**src/rtl/systolic_seq_ctrl.sv**
```systemverilog
// Sequencer for a systolic cell chain: feeds beats into the chain head, tracks them through
// a fixed-latency pipeline and buffers tail results in a credit-protected FWFT FIFO.
module systolic_seq_ctrl #(
    parameter int unsigned DEPTH      = 4,
    parameter int unsigned FIFO_DEPTH = 8
) (
    input  logic        clk,
    input  logic        rst,
    input  logic        start,
    input  logic [7:0]  job_len,
    input  logic        in_valid,
    output logic        in_ready,
    input  logic [31:0] in_x,
    input  logic [31:0] in_c,
    output logic [31:0] arr_c,
    output logic [31:0] arr_x,
    output logic        arr_s,
    input  logic [31:0] arr_res,
    output logic        out_valid,
    input  logic        out_ready,
    output logic [31:0] out_data,
    output logic        busy,
    output logic        done
);

    localparam int unsigned CW = $clog2(FIFO_DEPTH + 1);
    localparam int unsigned PW = (FIFO_DEPTH > 1) ? $clog2(FIFO_DEPTH) : 1;

    typedef enum logic [1:0] {StIdle, StRun, StDrain} state_e;

    state_e            state_q, state_d;
    logic [7:0]        beats_left_q, beats_left_d;
    logic              first_q, first_d;
    logic              zdone_q, zdone_d;
    logic              issue_q, issue_d;
    logic [31:0]       arr_c_q, arr_c_d;
    logic [31:0]       arr_x_q, arr_x_d;
    logic              arr_s_q, arr_s_d;
    logic [DEPTH-1:0]  vld_q, vld_d;
    logic [DEPTH:0]    vld_ext;
    logic [CW-1:0]     in_flight_q, in_flight_d;
    logic [CW-1:0]     cnt_q, cnt_d;
    logic [PW-1:0]     wptr_q, wptr_d;
    logic [PW-1:0]     rptr_q, rptr_d;
    logic [CW:0]       used;
    logic [31:0]       mem [FIFO_DEPTH];
    logic              accept, push, pop;

    function automatic logic [PW-1:0] ptr_inc(input logic [PW-1:0] p);
        return (p == PW'(FIFO_DEPTH - 1)) ? '0 : p + PW'(1);
    endfunction

    // Credits cover both beats still in the chain and results parked in the FIFO.
    assign used      = {1'b0, in_flight_q} + {1'b0, cnt_q};
    assign in_ready  = (state_q == StRun) && (used < (CW + 1)'(FIFO_DEPTH));
    assign accept    = in_valid && in_ready;
    assign push      = vld_q[DEPTH-1];
    assign out_valid = (cnt_q != '0);
    assign pop       = out_valid && out_ready;
    assign out_data  = out_valid ? mem[rptr_q] : 32'd0;
    assign arr_c     = arr_c_q;
    assign arr_x     = arr_x_q;
    assign arr_s     = arr_s_q;
    assign busy      = (state_q != StIdle);
    assign done      = zdone_q || ((state_q == StDrain) && (in_flight_q == '0));

    always_comb begin
        state_d      = state_q;
        beats_left_d = beats_left_q;
        first_d      = first_q;
        zdone_d      = 1'b0;
        unique case (state_q)
            StIdle: begin
                if (start) begin
                    if (job_len != 8'd0) begin
                        state_d      = StRun;
                        beats_left_d = job_len;
                        first_d      = 1'b1;
                    end else begin
                        zdone_d = 1'b1;
                    end
                end
            end
            StRun: begin
                if (accept) begin
                    beats_left_d = beats_left_q - 8'd1;
                    first_d      = 1'b0;
                    if (beats_left_q == 8'd1) state_d = StDrain;
                end
            end
            StDrain: begin
                if (in_flight_q == '0) state_d = StIdle;
            end
            default: state_d = StIdle;
        endcase
    end

    always_comb begin
        issue_d = accept;
        arr_c_d = accept ? in_c : 32'd0;
        arr_x_d = accept ? in_x : 32'd0;
        arr_s_d = accept && first_q;
        vld_ext = {vld_q, issue_q};
        vld_d   = vld_ext[DEPTH-1:0];

        in_flight_d = in_flight_q;
        unique case ({accept, push})
            2'b10:   in_flight_d = in_flight_q + CW'(1);
            2'b01:   in_flight_d = in_flight_q - CW'(1);
            default: in_flight_d = in_flight_q;
        endcase

        cnt_d = cnt_q;
        unique case ({push, pop})
            2'b10:   cnt_d = cnt_q + CW'(1);
            2'b01:   cnt_d = cnt_q - CW'(1);
            default: cnt_d = cnt_q;
        endcase
        wptr_d = push ? ptr_inc(wptr_q) : wptr_q;
        rptr_d = pop ? ptr_inc(rptr_q) : rptr_q;
    end

    always_ff @(posedge clk) begin
        if (rst) begin
            state_q      <= StIdle;
            beats_left_q <= 8'd0;
            first_q      <= 1'b0;
            zdone_q      <= 1'b0;
            issue_q      <= 1'b0;
            arr_c_q      <= 32'd0;
            arr_x_q      <= 32'd0;
            arr_s_q      <= 1'b0;
            vld_q        <= '0;
            in_flight_q  <= '0;
            cnt_q        <= '0;
            wptr_q       <= '0;
            rptr_q       <= '0;
        end else begin
            state_q      <= state_d;
            beats_left_q <= beats_left_d;
            first_q      <= first_d;
            zdone_q      <= zdone_d;
            issue_q      <= issue_d;
            arr_c_q      <= arr_c_d;
            arr_x_q      <= arr_x_d;
            arr_s_q      <= arr_s_d;
            vld_q        <= vld_d;
            in_flight_q  <= in_flight_d;
            cnt_q        <= cnt_d;
            wptr_q       <= wptr_d;
            rptr_q       <= rptr_d;
        end
    end

    // Storage needs no reset; occupancy is governed by the pointers and count.
    always_ff @(posedge clk) begin
        if (push && !rst) mem[wptr_q] <= arr_res;
    end

endmodule

```
**config.mk**
```make
export PLATFORM = sky130hd
export DESIGN_NAME = systolic_seq_ctrl
export DESIGN_NICKNAME = d
export VERILOG_FILES = /design/src/rtl/systolic_seq_ctrl.sv
export SDC_FILE = /design/constraint.sdc
export NUM_CORES = 1
export LEC_CHECK = 0
export CORE_MARGIN = 4
export CORE_UTILIZATION = 53
export DETAILED_ROUTE_END_ITERATION = 8
export PLACE_DENSITY = 0.82
export SLEW_MARGIN = 20
export SYNTH_ARGS = -nofsm -noshare
export SYNTH_HDL_FRONTEND = slang
export SYNTH_SLANG_ARGS = --single-unit
```
**constraint.sdc**
```tcl
create_clock -name clk -period 6.7 [get_ports clk]
set_clock_uncertainty 0.2 [all_clocks]
set_input_delay 1.675 -clock clk [delete_from_list [all_inputs] [get_ports clk]]
set_output_delay 1.675 -clock clk [all_outputs]
set_load 0.02 [all_outputs]
```
; Yosys cells after proc, flatten, opt, wreduce, memory -nomap -nowiden
; Memories as Yosys holds them, arrays and structs flattened. A register that Yosys moved wholly into a read port is not among the register bits.
; Cells that the tools add are included.
[totals]
ff_bits = 96
ramBits = 256
word_cells = 84
memories = 1
[classes]
n_addsub = 8
n_lt_le_gt_ge = 1
eq_ne = 14
mux = 24
bitwise = 3
reduce_logical = 20
[mem_list]
columns = name, depth, word_bits, rd, rd_clocked_by_memory_dff, write_ports, line
row1 = mem, 8, 32, 1, 1, 1, 46  ; logic [31:0] mem [FIFO_DEPTH];
[op_table]
columns = op, n
row1 = 2-to-1 mux 32 bit, 1
row2 = 2-to-1 mux 8 bit, 3
row3 = case mux 4 bit (2 select lines), 2
row4 = case mux 8 bit (2 select lines), 1
row5 = 2-to-1 mux 3 bit, 4
row6 = 2-to-1 mux 2 bit, 5
row7 = adder 4 x 1 -> 4 bit (second input constant), 2
row8 = == test 8 x 1 -> 1 bit (second input constant), 1
row9 = nonzero test 2 bit, 4
row10 = nonzero test 8 bit, 1
row11 = subtractor 4 x 1 -> 4 bit (second input constant), 2
row12 = subtractor 8 x 1 -> 8 bit (second input constant), 1
row13 = adder 3 x 1 -> 3 bit (second input constant), 2
row14 = == test 2 x 1 -> 1 bit (second input constant), 3
row15 = == test 2 bit (second input constant), 3
row16 = == test 3 bit (second input constant), 2
row17 = logical AND 1 bit, 6
row18 = 2-to-1 mux 1 bit, 6
row19 = != test 2 bit (second input constant), 3
row20 = case mux 2 bit (3 select lines), 1
row21 = adder 4 x 4 -> 5 bit, 1
row22 = less-than comparator 5 x 4 -> 1 bit (second input constant), 1
row23 = AND reduction 5 bit, 1
row24 = logical NOT 4 bit, 1
row25 = 10 further kinds, 13

; Depth between registers and ports, before layout
[depth]
ltp_word = 6
mapped_depth = 11
ltp_nobuf = 11

; Worst setup path before layout
; OpenSTA, ideal clock, no wires.
[synth_path]
path_kind = input -> register
startpoint = input rst
endpoint = memory mem[0][0], enable pin
setup_ns = 0.501
arrival_ns = 4.994
setup_slack_ns = 1.005
cell_stages = 2
n_path_buf = 1
cell_sequence = clkbuf_1 -> nor4_1
[synth_between]
elab_chain_cells = 4
[synth_rtl]
columns = item, line
row1 = start: declaration, 8  ; input logic rst,
row2 = logical NOT 1 bit, 157  ; if (push && !rst) mem[wptr_q] <= arr_res;
row3 = logical AND 1 bit, 157
row4 = 2-to-1 mux 1 bit, 157
row5 = 2-to-1 mux 1 bit (implied by the code), 157
row6 = end: declaration, 46
; Every way passes these cells.

==> results.md <==
* Worst skew pair latency at roughly 510 ps
* I/O Pins at 210
* Vias in the first global route at roughly 7700
* Sink Count at about 360
* Number of synthesized register bits at 355
* Drt drc at 0
* CP arrival at around 3300 ps
* Pin count of the biggest net entering global routing at 67
* Vias/cell at approximately 5.4
* Worst EP required at 4830 ps
* Leakage power at 5.68 nW
* Area share of the largest cell type after synthesis at 0.579
* Crit-path slowest cell: dfxtp_4
* Max Cap Viol at 0
* Die Y at 166 um
* Ant diodes at 0
* Final Cycle Share at 0.770
* Vias at roughly 7300
* Synth Instances at 755
* Placer congestion estimate at between 0.8 and 0.9
* GRT Overall Usage at 0.205
* Mapped cell area at roughly 13000 sq um
* Share of cells above drive strength 1 at 0.151
* Placed inst area at around 16000 sq um
* DRT antenna net count at 0
* Final hold vios at 0
* DIE AREA at about 28000 sq um
* Initial antenna violation count at 1
* Core Area at 24500 sq um
* P per Cell Area at about 270 nW/um^2
* Finished Cell Area at between 15000 and 20000 sq um
* Chip width at between 150 and 200 um
* Reg clk slew, reported paths at 60 ps
* Worst Hold Class: flip-flop to flip-flop
* Sequential share of the synthesized area at 0.728
* Avg Cell Area, Syn at 17.6 sq um
* Worst relative slew slack at 0.402
* Top_reg_cell synth: edfxtp_1
* First-pass GRT wire length at between 40 and 50 mm
* Root buffer cell: clkbuf_16
* Worst path cell trace: buf_4, mux4_2, mux2i_1, nor2_1, clkdlybuf4s50_1
* Routed WL per cell at ~21 um
* Crit path capture type: output pin
* Post-synth cell types at 51
* Outcome: finished clean
* Tmin final at roughly 5200 ps
* CP Class: flip-flop to output pin
* Final #Nets at roughly 1100
* VDD IR max at ~0.21 mV
* Synth area leader: edfxtp_1
* Synth top cells by count: 256 x edfxtp_1, 99 x dfxtp_1, 65 x and2_1
* Setup Viol. Count Final at 0
* Detailed placement HPWL at about 18 mm
* CTS tree: built
* RSZ-0062 raised after global routing: no
* Async set or reset register ratio after synthesis at 0
* Site Rows at 57
* Crit path launch type: flip-flop
* Grt ovf at 0
* Net Count, Synth at 881
* Overall routed net length at 28.3 mm
* Final Max Tran Viols at 0
* CTS resizes at 0
* EDFF count, synth at approximately 260
* CTS max path bufs at 3
* Initial Util at 0.543
* Fmax at just under 200 MHz
* DRT Pass-1 Iters at 5
* Syn-to-layout area delta at 28.0%
* Crit-path max FO at 45
* CTS Hold Buffers Added at 0
* Setup TNS at 0 ps
* Synth top area cells: edfxtp_1 58%, dfxtp_1 15%, mux4_2 11%
* Yosys warns at 0
* Top-count cell post-synth: edfxtp_1
* Inserted Clock Buffers at 37
* Starting DRC count in detailed routing at about 550
* Slowest stage delay, CP at 940 ps
* Number of I/O port buffers at about 210
* Worst-Margin Slew at ~900 ps
* Post-CTS setup buffer count at 0
* Htree depth at 2
## path summary, 6_finish.rpt
check | end | from | cells after the start | slack (ps)
max | out_data[6] | flip-flop | 5 | 1540
min | vld_q[1] | vld_q[0] | 1 | 240
min reg2reg | vld_q[1] | vld_q[0] | 1 | 240
max reg2reg | in_flight_q[3] | state_q[0] | 9 | 3590
## worst max-delay path, delay by kind of cell (launching register included)
kind          cells  cell delay, ps
buf+inv           2            1040
flops             1             940
mux               2             710
simple gates      1              60
## flip-flops by register name, indices dropped and copies added (netlist names), named ones only
signal        cells
mem             256
arr_c            32
arr_x            32
beats_left_q      8
cnt_q             4
in_flight_q       4
vld_q             4
rptr_q            3
wptr_q            3
state_q           2
arr_s             1
first_q           1
issue_q           1
zdone_q           1
## metal layers
metal | vias to the layer above | track usage | wire length [um]
met3 | 40 | 0.0805 | 2850
li1 | 3329 | - | -
met5 | - | 0 | 13
met2 | 313 | 0.353 | 14400
met1 | 3599 | 0.251 | 10600
met4 | 2 | 0.0416 | 415
## cell type report
type,count,area [sq um]
Multi-Input combinational cell,350,3430
Clock inverter,20,193
Timing Repair Buffer,225,2210
Tap cell,324,405
Clock buffer,47,1020
Inverter,16,60.1
Sequential cell,355,9680
Fill cell,1591,7470
## metrics by stage
stage / setup WS (ps) / hold WS [ps] / util / power, mW / instances
finish: 1540 / 238 / 0.695 / 4.64 / 1337
global placement: 2010 / 219 / 0.645 / 2.66 / 1270
floorplan: 1000 / 214 / - / 2.53 / 755
global route: 1240 / 260 / 0.695 / 4.81 / 1337
CTS: 1440 / 237 / 0.694 / 4.68 / 1337
detailed placement: 1990 / 223 / 0.645 / 2.66 / 1270
## logic make-up after synthesis
family,synth area share
AO/OA/AOI/OAI,0.0258
buffers and inverters,0.0187
AND/OR/NAND/NOR,0.0697
multiplexers,0.136
XOR/XNOR,0.00462
adder cells (fa/ha/maj),0.0172
flip-flops,0.728
## cell usage in the layout (no fill, tap or decap), types with 3 or more instances in the layout
cell,instances
a21oi_1,21
nand2_1,18
clkinv_2,5
edfxtp_1,256
o21ai_0,5
nor2_1,55
nor4_2,3
buf_4,16
clkdlybuf4s50_1,209
nor3_1,4
ha_1,15
clkinv_1,9
nor2b_1,5
bufinv_16,4
or3_1,3
dfxtp_1,96
nor2_4,6
and2_1,65
xnor2_1,3
xor2_1,4
mux4_2,64
mux2i_1,36
clkbuf_1,7
inv_1,15
clkbuf_16,39
o21ai_1,5
o21a_1,3
nor4_1,4
## power by group
| part | internal, mW | switching [mW] | total (mW) |
|---|---|---|---|
| sequential | 2.37 | 0.0149 | 2.39 |
| combinational | 0.120 | 0.108 | 0.229 |
| clock | 1.23 | 0.796 | 2.02 |
| total | 3.72 | 0.919 | 4.64 |
Note: power is estimated with default switching activity, not from simulation.
